[src/rtl/scu_timer_unit_if.sv]
// ---------------------------------------------------------------------------
// scu_timer_unit_if -- register-write / interrupt-request bundle between the
// SCU register decode, the timer unit and the interrupt status logic.
//
//   DI       32  register write data (decode -> timer)
//   T0C_WR    1  T0C write strobe, data in DI[9:0]
//   T1S_WR    1  T1S write strobe, data in DI[8:0]
//   T1MD_WR   1  T1MD write strobe, DI[8]=MD, DI[0]=ENB
//   T0_IRQ    1  Timer 0 compare-match pulse (timer -> IST bit 3)
//   T1_IRQ    1  Timer 1 underflow pulse     (timer -> IST bit 4)
//
// master: SCU side (drives writes, sees IRQs); slave: the timer unit.
// ---------------------------------------------------------------------------
interface scu_timer_unit_if;
  logic [31:0] DI;
  logic        T0C_WR;
  logic        T1S_WR;
  logic        T1MD_WR;
  logic        T0_IRQ;
  logic        T1_IRQ;

  modport master (
    output DI, T0C_WR, T1S_WR, T1MD_WR,
    input  T0_IRQ, T1_IRQ
  );

  modport slave (
    input  DI, T0C_WR, T1S_WR, T1MD_WR,
    output T0_IRQ, T1_IRQ
  );
endinterface

[src/rtl/scu_timer_unit.sv]
// ---------------------------------------------------------------------------
// scu_timer_unit -- SCU Timer 0 / Timer 1.
//
// Timer 0 counts HBlank-in events since the last VBlank-out and raises T0_IRQ
// when the count equals T0C. Timer 1 is reloaded from T1S at every HBlank-in
// and counts down once per T1_DIV CE cycles; on reaching the bottom it raises
// T1_IRQ (optionally only on the line Timer 0 matched, MD=1). Both IRQs are
// single-cycle registered pulses, gated by ENB.
//
// Ports:
//   CLK, RST       clock, synchronous active-high reset
//   CE             clock enable for all counter / edge-detect state
//   HBLANK, VBLANK VDP2 blanking levels
//   bus            scu_timer_unit_if.slave (register writes, IRQ pulses)
//   T0_CNT_DBG     t0_cnt readback  (only with SCU_TIMER_READBACK_EN)
//   T1_CNT_DBG     t1_cnt readback  (only with SCU_TIMER_READBACK_EN)
//
// Parameter T1_DIV: CE cycles per Timer 1 tick, 1..256.
// Optional macro SCU_TIMER_READBACK_EN adds the two debug counter outputs.
// ---------------------------------------------------------------------------
module scu_timer_unit #(
  parameter int T1_DIV = 4
) (
  input  logic                   CLK,
  input  logic                   RST,
  input  logic                   CE,
  input  logic                   HBLANK,
  input  logic                   VBLANK,
`ifdef SCU_TIMER_READBACK_EN
  output logic [9:0]             T0_CNT_DBG,
  output logic [8:0]             T1_CNT_DBG,
`endif
  scu_timer_unit_if.slave        bus
);

  if (T1_DIV < 1 || T1_DIV > 256) begin : g_bad_div
    $error("scu_timer_unit: T1_DIV must be in 1..256");
  end

  // Prescaler only needs to reach T1_DIV-1; keep at least one bit so the
  // T1_DIV=1 build (tick every CE cycle) still has a legal vector.
  localparam int PW = (T1_DIV > 1) ? $clog2(T1_DIV) : 1;
  localparam logic [PW-1:0] PRESC_LAST = PW'(T1_DIV - 1);

  // CPU-visible registers
  logic [9:0]    t0c_q,  t0c_d;
  logic [8:0]    t1s_q,  t1s_d;
  logic          md_q,   md_d;
  logic          enb_q,  enb_d;

  // Edge detect
  logic          hb_prev_q, hb_prev_d;
  logic          vb_prev_q, vb_prev_d;
  logic          hbi, vbo;

  // Timer 0
  logic [9:0]    t0_cnt_q, t0_cnt_d;
  logic          line_match_q, line_match_d;
  logic          t0_upd, t0_match;

  // Timer 1
  logic [8:0]    t1_cnt_q, t1_cnt_d;
  logic [PW-1:0] presc_q, presc_d;
  logic          t1_armed_q, t1_armed_d;
  logic          t1_tick, t1_fire;

  // IRQ pulse registers
  logic          t0_irq_q, t0_irq_d;
  logic          t1_irq_q, t1_irq_d;

  logic          unused_di;
  assign unused_di = ^bus.DI[31:10];

  always_comb begin
    // ---- register writes: independent of CE, masked to their fields
    t0c_d = bus.T0C_WR  ? bus.DI[9:0] : t0c_q;
    t1s_d = bus.T1S_WR  ? bus.DI[8:0] : t1s_q;
    md_d  = bus.T1MD_WR ? bus.DI[8]   : md_q;
    enb_d = bus.T1MD_WR ? bus.DI[0]   : enb_q;

    // ---- edge detect; history only advances on enabled cycles
    hb_prev_d = CE ? HBLANK : hb_prev_q;
    vb_prev_d = CE ? VBLANK : vb_prev_q;
    hbi       = CE &  HBLANK & ~hb_prev_q;
    vbo       = CE & ~VBLANK &  vb_prev_q;

    // ---- Timer 0: vbo has priority over hbi in the same cycle
    t0_upd   = vbo | hbi;
    t0_cnt_d = t0_cnt_q;
    if (vbo)      t0_cnt_d = '0;
    else if (hbi) t0_cnt_d = t0_cnt_q + 10'd1;

    // Compare uses the freshly updated count; line_match tracks the result
    // of the most recent update (set on match, cleared otherwise).
    t0_match     = t0_upd & (t0_cnt_d == t0c_q);
    line_match_d = t0_upd ? t0_match : line_match_q;
    t0_irq_d     = t0_match & enb_q;

    // ---- Timer 1
    t1_cnt_d   = t1_cnt_q;
    presc_d    = presc_q;
    t1_armed_d = t1_armed_q;
    t1_tick    = 1'b0;
    t1_fire    = 1'b0;
    if (hbi) begin
      // New line: reload and restart the tick phase from zero.
      t1_cnt_d   = t1s_q;
      presc_d    = '0;
      t1_armed_d = 1'b1;
    end else if (CE) begin
      if (presc_q == PRESC_LAST) begin
        presc_d = '0;
        t1_tick = 1'b1;
      end else begin
        presc_d = presc_q + PW'(1);
      end
      if (t1_tick && t1_armed_q) begin
        if (t1_cnt_q > 9'd1) begin
          t1_cnt_d = t1_cnt_q - 9'd1;
        end else begin
          // 1 or 0 both terminate; disarm so only one fire per line.
          t1_cnt_d   = '0;
          t1_armed_d = 1'b0;
          t1_fire    = 1'b1;
        end
      end
    end
    // A fire never coincides with hbi, so line_match_q is the current
    // line's Timer 0 compare result.
    t1_irq_d = t1_fire & enb_q & (~md_q | line_match_q);
  end

  always_ff @(posedge CLK) begin
    if (RST) begin
      t0c_q        <= '0;
      t1s_q        <= '0;
      md_q         <= 1'b0;
      enb_q        <= 1'b0;
      hb_prev_q    <= 1'b0;
      vb_prev_q    <= 1'b0;
      t0_cnt_q     <= '0;
      line_match_q <= 1'b0;
      t1_cnt_q     <= '0;
      presc_q      <= '0;
      t1_armed_q   <= 1'b0;
      t0_irq_q     <= 1'b0;
      t1_irq_q     <= 1'b0;
    end else begin
      t0c_q        <= t0c_d;
      t1s_q        <= t1s_d;
      md_q         <= md_d;
      enb_q        <= enb_d;
      hb_prev_q    <= hb_prev_d;
      vb_prev_q    <= vb_prev_d;
      t0_cnt_q     <= t0_cnt_d;
      line_match_q <= line_match_d;
      t1_cnt_q     <= t1_cnt_d;
      presc_q      <= presc_d;
      t1_armed_q   <= t1_armed_d;
      t0_irq_q     <= t0_irq_d;
      t1_irq_q     <= t1_irq_d;
    end
  end

  assign bus.T0_IRQ = t0_irq_q;
  assign bus.T1_IRQ = t1_irq_q;

`ifdef SCU_TIMER_READBACK_EN
  assign T0_CNT_DBG = t0_cnt_q;
  assign T1_CNT_DBG = t1_cnt_q;
`endif

endmodule

[src/flat_wrapper.sv]
// flat-port wrapper written by rule: the top's interface ports become plain ports
module scu_timer_unit_flat 
#(
  parameter int T1_DIV = 4
)
  (CLK, RST, CE, HBLANK, VBLANK, bus_DI, bus_T0C_WR, bus_T1S_WR, bus_T1MD_WR, bus_T0_IRQ, bus_T1_IRQ);
  scu_timer_unit_if bus_i ();
  input  logic CLK;
  input  logic RST;
  input  logic CE;
  input  logic HBLANK;
  input  logic VBLANK;
  input wire logic [$bits(bus_i.DI)-1:0] bus_DI;
  input wire logic [$bits(bus_i.T0C_WR)-1:0] bus_T0C_WR;
  input wire logic [$bits(bus_i.T1S_WR)-1:0] bus_T1S_WR;
  input wire logic [$bits(bus_i.T1MD_WR)-1:0] bus_T1MD_WR;
  output wire logic [$bits(bus_i.T0_IRQ)-1:0] bus_T0_IRQ;
  output wire logic [$bits(bus_i.T1_IRQ)-1:0] bus_T1_IRQ;
  assign bus_i.DI = bus_DI;
  assign bus_i.T0C_WR = bus_T0C_WR;
  assign bus_i.T1S_WR = bus_T1S_WR;
  assign bus_i.T1MD_WR = bus_T1MD_WR;
  assign bus_T0_IRQ = bus_i.T0_IRQ;
  assign bus_T1_IRQ = bus_i.T1_IRQ;
  scu_timer_unit #(.T1_DIV(T1_DIV)) u_core (.CLK(CLK), .RST(RST), .CE(CE), .HBLANK(HBLANK), .VBLANK(VBLANK), .bus(bus_i));
endmodule
[config.mk]
export PLATFORM = sky130hd
export DESIGN_NAME = scu_timer_unit_flat
export DESIGN_NICKNAME = d
export VERILOG_FILES = /design/src/rtl/scu_timer_unit_if.sv /design/src/rtl/scu_timer_unit.sv /design/src/flat_wrapper.sv
export SDC_FILE = /design/constraint.sdc
export NUM_CORES = 1
export LEC_CHECK = 0
export ABC_CLOCK_PERIOD_IN_PS = 5650
export CORE_ASPECT_RATIO = 0.75
export CORE_MARGIN = 4
export CORE_UTILIZATION = 42
export DETAILED_ROUTE_END_ITERATION = 8
export PLACE_DENSITY = 0.72
export SETUP_SLACK_MARGIN = 0.4
export SYNTH_ARGS = -nofsm -noshare
export SYNTH_HDL_FRONTEND = slang
export SYNTH_SLANG_ARGS = --single-unit
[constraint.sdc]
create_clock -name CLK -period 5.65 [get_ports CLK]
set_clock_uncertainty 0.2 [all_clocks]
set_input_delay 1.13 -clock CLK [delete_from_list [all_inputs] [get_ports CLK]]
set_output_delay 1.13 -clock CLK [all_outputs]
set_load 0.01 [all_outputs]
---- Word-level counts from Yosys, hierarchy flattened ----
Index checks and enable logic that the tools add are counted.
W data, S select, Z words.
word-level totals
  register bits after elaboration ......... 48
  bits of input ports ..................... 40
  logic and storage cells ................. 57
operators by class
  $add $sub $neg .......................... 3
  $lt $le $gt $ge ......................... 1
  equal/unequal tests ..................... 3
  multiplexer cells ....................... 18
  bitwise gates (word level) .............. 13
  reduce and logical (&&, ||, !) cells .... 6
operators with widths
  kind                     number
  $mux W9                  4
  $mux W10                 2
  $mux W1                  11
  $add A10 B1 Y10 const B  1
  $eq A10 B10 Y1           1
  $gt A9 B1 Y1 const B     1
  $sub A9 B1 Y9 const B    1
  $and A1 B1 Y1            8
  $reduce_bool A2 Y1       2
  $not A1 Y1               3
  $reduce_and A3 Y1        1
  $add A2 B1 Y2 const B    1
  $eq A2 B2 Y1 const B     1
  $mux W2                  1
  $ne A2 B1 Y1 const B     1
  $or A1 B1 Y1             2
  $reduce_and A2 Y1        1
  $reduce_or A2 Y1         1
  $logic_and A1 B1 Y1      1

---- Depth between registers and ports, before layout ----
Gate-level depths: netlist of the first run.
  word-level depth ........................ 10
  gate-level depth with buffers ........... 8
  gate-level depth less buffers ........... 7

---- Least setup slack after synthesis of the first run ----
No wires, ideal clock.
  path type ............................... input -> register
  start point ............................. in CE
  end point ............................... reg u_core.line_match_q
  setup time .............................. 134 ps
  data arrival time ....................... 2454 ps
  slack ................................... 2862 ps
  cell stages on the path ................. 6
  path buffers ............................ 0
  path through ............................ nand3b_4 or4_4 and2_4 a32o_1 o2111ai_2 o32ai_1
on the way
  longest elaborated chain between the ends .. 6
  elaborated cells on any way between the ends .. 9
  those cells by class .................... eq/ne (1); mux (2); bitwise (6)
RTL lines
  element                      line                   RTL
  start, declared              flat_wrapper.sv:10     input logic CE;
  $and A1 B1 Y1 (2 in series)  scu_timer_unit.sv:84   hbi = CE & HBLANK & ~hb_prev_q;
  $mux W10                     scu_timer_unit.sv:91   else if (hbi) t0_cnt_d = t0_cnt_q + 10'd1;
  $mux W10                     scu_timer_unit.sv:90   if (vbo) t0_cnt_d = '0;
  $eq A10 B10 Y1               scu_timer_unit.sv:95   t0_match = t0_upd & (t0_cnt_d == t0c_q);
  $and A1 B1 Y1                scu_timer_unit.sv:95
  end signal, assigned         scu_timer_unit.sv:156  line_match_q <= line_match_d;
  end, declared                scu_timer_unit.sv:58   logic line_match_q, line_match_d;
Several ways; a longest one is shown, not always the timed one.
A chain may end at the register's enable or synchronous reset.

---- Final worst setup path of the first run ----
Same ends and word-level chain as after synthesis.

==> reports/results.ini, run 1 <==
[finish]
syn2layout_area_growth_pct=13.66
nFillCells=576
drive_above_1_share_pct=7.958
nets=332
num_antenna_cells=0

[place]
gp_congestion=0.8569
hpwl_microns=4021
io_buffers=19

[clock_network]
post_cts_buffers=0
ctsResizeCount=0
h-tree-depth=2
ctsRootBufferMaster=clkbuf_8
numCtsBuffers=5
numClockSinks=48
cts_hold_buf=0
clk_path_buf_depth=2
worstSkewPairLatency_ns=0.31
tritoncts=yes
clk_pin_slew_worst_paths_ns=0.09

[power]
total_power_mw=0.7131
p_comb_share_pct=13.3
leakage_nw=1.102
switching_share_pct=25.58
power_switching_mw=0.1824
seq_power_share_pct=51.6
ir_drop_uv=166.6
clockPowerShare_pct=35.1
p_int_mw=0.5307
power_density_nw_per_um2=248.2

[global_route]
grt_max_degree=40
antenna_found_initial=0
grt_pass1_wl_microns=9252
grt-ovfl-total=0
grt_pass1_vias=1863
grt_usage_pct=15.80

[floorplanning]
die-area_sq_um=7336
num_io_pins=42
start_util_pct=43.38
row_count=24
die_h_microns=75.18
die_x_microns=97.58
design.core.area_sq_um=5826

[logic_synthesis]
synth_edf_count=0
ys_seq_elements=48
synth_area_sq_um=2527
synth.avg_cell_area_sq_um=9.224
ys_seq_area_share_pct=38.02
netlist.area_leader.share_pct=38.02
async_flop_share_pct=0
ys.flop_type=dfxtp_1
synth_fp_nets=318
syn_inst=274
yosys.area.top_type=dfxtp_1
ys_warn_count=0
yosysUniqueCellTypes=58
synth_area_leaders=dfxtp_1, mux2i_1, nor2_1

[sta]
fin_crit_sh_pct=70.19
holdWs_ns=0.2662
timing.final.crit_period_ns=3.966
finalSetupViolCount=0
rsz0062_at_grt=false
fmax_mhz=252.2
report.final.slew_viol_count=0
tightest_slew_ns=0.6344
timing.final.hold_violations=0
relSlewSlack_pct=57.58
timing.setup.tns_ns=0

[setup_path]
max_stage_delay_ns=0.82
crit_required_ns=5.63
crit_fanout=14
endpoint_kind=register
timing_worst_setup_path_type=input port to register
critPathLaunchType=input port
worstPathArrival_ns=3.94
r2r_cells=6
path_cells=clkdlybuf4s50_1, and3b_1, nand4_2, xnor2_1, a2111oi_4, o31ai_2, o32ai_1
cp_slowest_cell=clkdlybuf4s50_1

[drt]
wirelength_microns=5547
drt_iter0_markers=200
drc=0
dr.pass1.iters=4
avgRoutedWirePerCell_microns=15.11
vias=2047
ant_nets=0
via_per_inst=5.578

[job]
maxCapViolCount=0

[hold_path]
hold_path_class=register to register
holdPathStages=2

[status]
outcome=finished clean

==> metrics by stage <==
stage | worst slack, ns | utilization, % | cell area, sq um | std cells
CTS | 1.671 | 49.31 | 2873 | 367
global route | 1.455 | 49.31 | 2873 | 367
global placement | 1.448 | 47.40 | 2761 | 359
detailed placement | 1.353 | 47.40 | 2761 | 359
finish | 1.684 | 49.31 | 2873 | 367
floorplan | 2.862 | - | 2527 | 274
==> worst max-delay path: cells and delay by family <==
kind	cells	cell delay [ns]
AO/OA/AOI/OAI	3	0.62
XOR/XNOR	1	0.46
buffers and inverters	1	0.82
AND/OR/NAND/NOR	2	0.90
==> state kept, by name, indices dropped and copies added, names as in the netlist <==
signal               cells
u_core.enb_q             1
u_core.vb_prev_q         1
u_core.t0_cnt_q         10
u_core.t1_cnt_q          9
u_core.presc_q           2
u_core.line_match_q      1
u_core.bus.T0_IRQ        1
u_core.hb_prev_q         1
u_core.t0c_q            10
u_core.t1s_q             9
u_core.bus.T1_IRQ        1
u_core.md_q              1
u_core.t1_armed_q        1
==> path summary, 6_finish.rpt <==
| path | start | to | slack, ns |
|---|---|---|---|
| setup / recovery | CE | u_core.line_match_q$_SDFFE_PP0P_ | 1.68 |
| hold reg to reg | u_core.t1s_q[5]$_SDFFE_PP0P_ | u_core.t1_cnt_q[5]$_SDFFE_PP0P_ | 0.27 |
| setup reg to reg | u_core.hb_prev_q$_SDFFE_PP0P_ | u_core.line_match_q$_SDFFE_PP0P_ | 3.01 |
| hold / removal | u_core.t1s_q[5]$_SDFFE_PP0P_ | u_core.t1_cnt_q[5]$_SDFFE_PP0P_ | 0.27 |
==> synthesized netlist by cell type, types with 3 or more instances <==
cell and number:
nor3_1 5, inv_1 6, o21ai_0 8, a221oi_1 4
nor2b_1 5, nand2b_1 6, nor2_1 50, buf_1 4
nand4_1 3, nor4_1 3, nand3b_1 5, a21oi_1 12
xnor2_1 8, clkbuf_1 6, mux2i_1 27, dfxtp_1 48
nand2_1 13, or3_1 3, o32ai_1 3, nand3_1 4
ha_1 4
==> area by class of cell <==
cell class / count / area (sq um) / share of cell area, %
clock buffer: 5 / 68.82 / 2.395
clock inverter: 3 / 42.54 / 1.481
inverter: 6 / 22.52 / 0.7840
multi-input combinational: 207 / 1483 / 51.61
sequential: 48 / 960.9 / 33.45
tap: 78 / 97.59 / 3.397
timing repair buffer: 20 / 197.7 / 6.882
==> per-layer routing <==
metal / routed length (microns) / global-route usage (%) / vias up
li1: - / - / 1012
met1: 2905 / 23.45 / 967
met2: 2194 / 21.79 / 59
met3: 385 / 4.907 / 9
met4: 62 / 4.762 / 0
met5: 0 / 0 / -
==> cell usage in the layout, fill, tap and decap left out, types with 5 or more instances in the layout <==
cell type / instances
nor2_1: 50
dfxtp_1: 48
mux2i_1: 27
clkdlybuf4s50_1: 19
nand2_1: 13
a21oi_1: 12
xnor2_1: 8
o21ai_0: 8
inv_1: 6
nand2b_1: 6
nor2b_1: 5
nand3b_1: 5
nor3_1: 5
clkbuf_8: 5
==> power by group through the flow <==
stage	sequential (mW)	clock (mW)	combinational (mW)
4_1_cts	0.368	0.258	0.0944
3_3_place_gp	0.375	0	0.0926
5_1_grt	0.370	0.272	0.105
3_5_place_dp	0.375	0	0.0939
2_1_floorplan	0.371	0	0.0682
6_report	0.368	0.250	0.0945
==> cell families (layout without fill, tap and decap cells) <==
logic type / Yosys count / count (layout) / share of synthesized area [%]
buffers and inverters: 19 / 34 / 3.316
flip-flops: 48 / 48 / 38.02
AO/OA/AOI/OAI: 45 / 45 / 13.47
AND/OR/NAND/NOR: 118 / 118 / 26.19
multiplexers: 27 / 27 / 10.69
adder cells (fa/ha/maj): 4 / 4 / 1.980
XOR/XNOR: 13 / 13 / 6.337
Power figures use the tool's default switching activity.
==> run 2, diff against run 1 <==
- ABC_CLOCK_PERIOD_IN_PS: 5650 -> 3700
- clock period: 5.65 -> 3.7 ns (I/O delays scaled with it)
==> run 2 against run 1 <==
Power rose by 72%. Global-route usage is 0.50 points higher. Highest routed layer unchanged. Utilization up 1.2 points. Critical path depth is the same. Register-to-register slack got worse by 1.9 ns. Die area stayed put. Clock power rose by 110%. Critical path type unchanged. Final cell count up 0.82%.
==> reports/results.ini, run 2 (synthesis results as in run 1) <==
[setup_path]
worstPathArrival_ns=3.12  ; -0.82 ns
crit_fanout=18  ; +4
endpoint_kind=register
r2r_start=u_core.t0_cnt_q[0]$_SDFF_PP0_
crit_required_ns=3.73  ; -1.90 ns
r2r_end=u_core.bus.T0_IRQ$_SDFF_PP0_
timing_worst_setup_path_type=input port to register
critPathLaunchType=input port
r2r_cells=7  ; +1
rrSetupSlack_ns=1.10  ; -1.91 ns

[sta]
fmax_mhz=323.8
timing.final.hold_violations=0  ; unchanged
finalSetupViolCount=0  ; unchanged
rsz0062_at_grt=false
timing.setup.tns_ns=0  ; unchanged
report.final.slew_viol_count=0  ; unchanged
timing.final.crit_period_ns=3.088
relSlewSlack_pct=56.72  ; -0.86 points
tightest_slew_ns=0.6472  ; +0.01288 ns
fin_crit_sh_pct=83.47

[global_route]
antenna_found_initial=0  ; unchanged
grt-ovfl-total=0  ; unchanged
grt_pass1_wl_microns=9453  ; +2.2%
grt_usage_pct=16.30  ; +0.50 points
grt_pass1_vias=1881  ; +0.97%
grt_max_degree=39  ; -2.5%

[floorplanning]
design.core.area_sq_um=5826  ; unchanged
row_count=24  ; unchanged
die_h_microns=75.18  ; unchanged
die-area_sq_um=7336  ; unchanged
start_util_pct=43.38  ; unchanged
die_x_microns=97.58  ; unchanged
num_io_pins=42  ; unchanged

[clock_network]
ctsResizeCount=0  ; unchanged
ctsRootBufferMaster=clkbuf_8
worstSkewPairLatency_ns=0.30  ; about the same
tritoncts=yes
h-tree-depth=2  ; unchanged
post_cts_buffers=0  ; unchanged
cts_hold_buf=0  ; unchanged
clk_path_buf_depth=2  ; unchanged
numClockSinks=48  ; unchanged
clk_pin_slew_worst_paths_ns=0.09  ; about the same
numCtsBuffers=5  ; unchanged

[job]
maxCapViolCount=0  ; unchanged

[drt]
avgRoutedWirePerCell_microns=15.28  ; +1.1%
dr.pass1.iters=5  ; +1
via_per_inst=5.543  ; -0.62%
drt_iter0_markers=184  ; -8.0%
wirelength_microns=5654  ; +1.9%
drc=0  ; unchanged
vias=2051  ; +0.20%
ant_nets=0  ; unchanged

[finish]
final_area_sq_um=2943  ; +2.4%
nets=335  ; +0.90%
drive_above_1_share_pct=8.904  ; +0.95 points
nFillCells=554  ; -3.8%
mostFrequentLayoutCells=nor2_1, dfxtp_1, mux2i_1, clkdlybuf4s50_1, nand2_1
reg_top3=u_core.t0_cnt_q (10), u_core.t0c_q (10)
syn2layout_area_growth_pct=16.44
layout_commonest_cell=nor2_1
num_antenna_cells=0  ; unchanged

[place]
io_buffers=19  ; unchanged
place_area_sq_um=2784  ; +0.82%
hpwl_microns=4089  ; +1.7%
gp_congestion=0.8699  ; +1.5%

[hold_path]
hold_path_class=register to register
hold_start=u_core.t1s_q[7]$_SDFFE_PP0P_
holdPathEnd=u_core.t1_cnt_q[7]$_SDFFE_PP0P_
holdPathStages=2  ; unchanged

[power]
ir_drop_uv=237.8  ; +43%
power_density_nw_per_um2=417.3  ; +68%
leakage_nw=1.141  ; +3.5%

[status]
outcome=finished clean

==> run 2: worst max path at each step <==
stage / slack, ns / start / to
after floorplan: 1.30 / CE / u_core.line_match_q$_SDFFE_PP0P_
after global placement: 0.37 / CE / u_core.bus.T0_IRQ$_SDFF_PP0_
after detailed placement: 0.34 / CE / u_core.line_match_q$_SDFFE_PP0P_
after CTS: 0.67 / CE / u_core.bus.T0_IRQ$_SDFF_PP0_
after global routing: 0.50 / CE / u_core.bus.T0_IRQ$_SDFF_PP0_
final: 0.61 / CE / u_core.bus.T0_IRQ$_SDFF_PP0_
==> run 2: metrics by stage <==
stage / total power [mW] / worst slack (ns) / hold slack, ns / util, % / instances
floorplan: 0.6711 / 1.302 / 0.2312 / - / 274
global placement: 0.7158 / 0.3660 / 0.2398 / 47.79 / 362
detailed placement: 0.7193 / 0.3420 / 0.2452 / 47.79 / 362
CTS: 1.234 / 0.6684 / 0.2568 / 50.52 / 370
global route: 1.280 / 0.5009 / 0.2901 / 50.52 / 370
finish: 1.228 / 0.6117 / 0.2585 / 50.52 / 370
==> run 2: routing by layer <==
layer / global-route usage, % / routed length [microns] / up-vias
met1: 24.39 / 2912 / 970
met3: 4.167 / 378 / 2
met5: 0 / 0 / -
met4: 3.687 / 19 / 0
li1: - / - / 1022
met2: 23.54 / 2344 / 57
==> run 2: worst max-delay path, stage by stage <==
cell	delay, ns
clkdlybuf4s50_1	0.63
nand3b_4	0.26
nor2_1	0.20
xor3_4	0.33
o32ai_1	0.59
o31ai_2	0.18
nor3_2	0.18
==> run 2: cell type report <==
class	count	area, sq um	share of cell area [%]
inverters	6	22.52	0.7653
well taps	78	97.59	3.316
flip-flops and latches	48	960.9	32.65
repair buffers	23	220.2	7.483
multi-input cells	207	1483	50.38
clock buffers	5	68.82	2.338
clock inverters	3	90.09	3.061
==> run 2: power breakdown <==
part           switching [mW]  total, mW  internal, mW  leakage (nW)
registers              0.0233      0.563         0.539         0.393
logic                  0.0737      0.146        0.0725         0.670
clock network           0.181      0.519         0.338        0.0784
total                   0.278       1.23         0.950          1.14
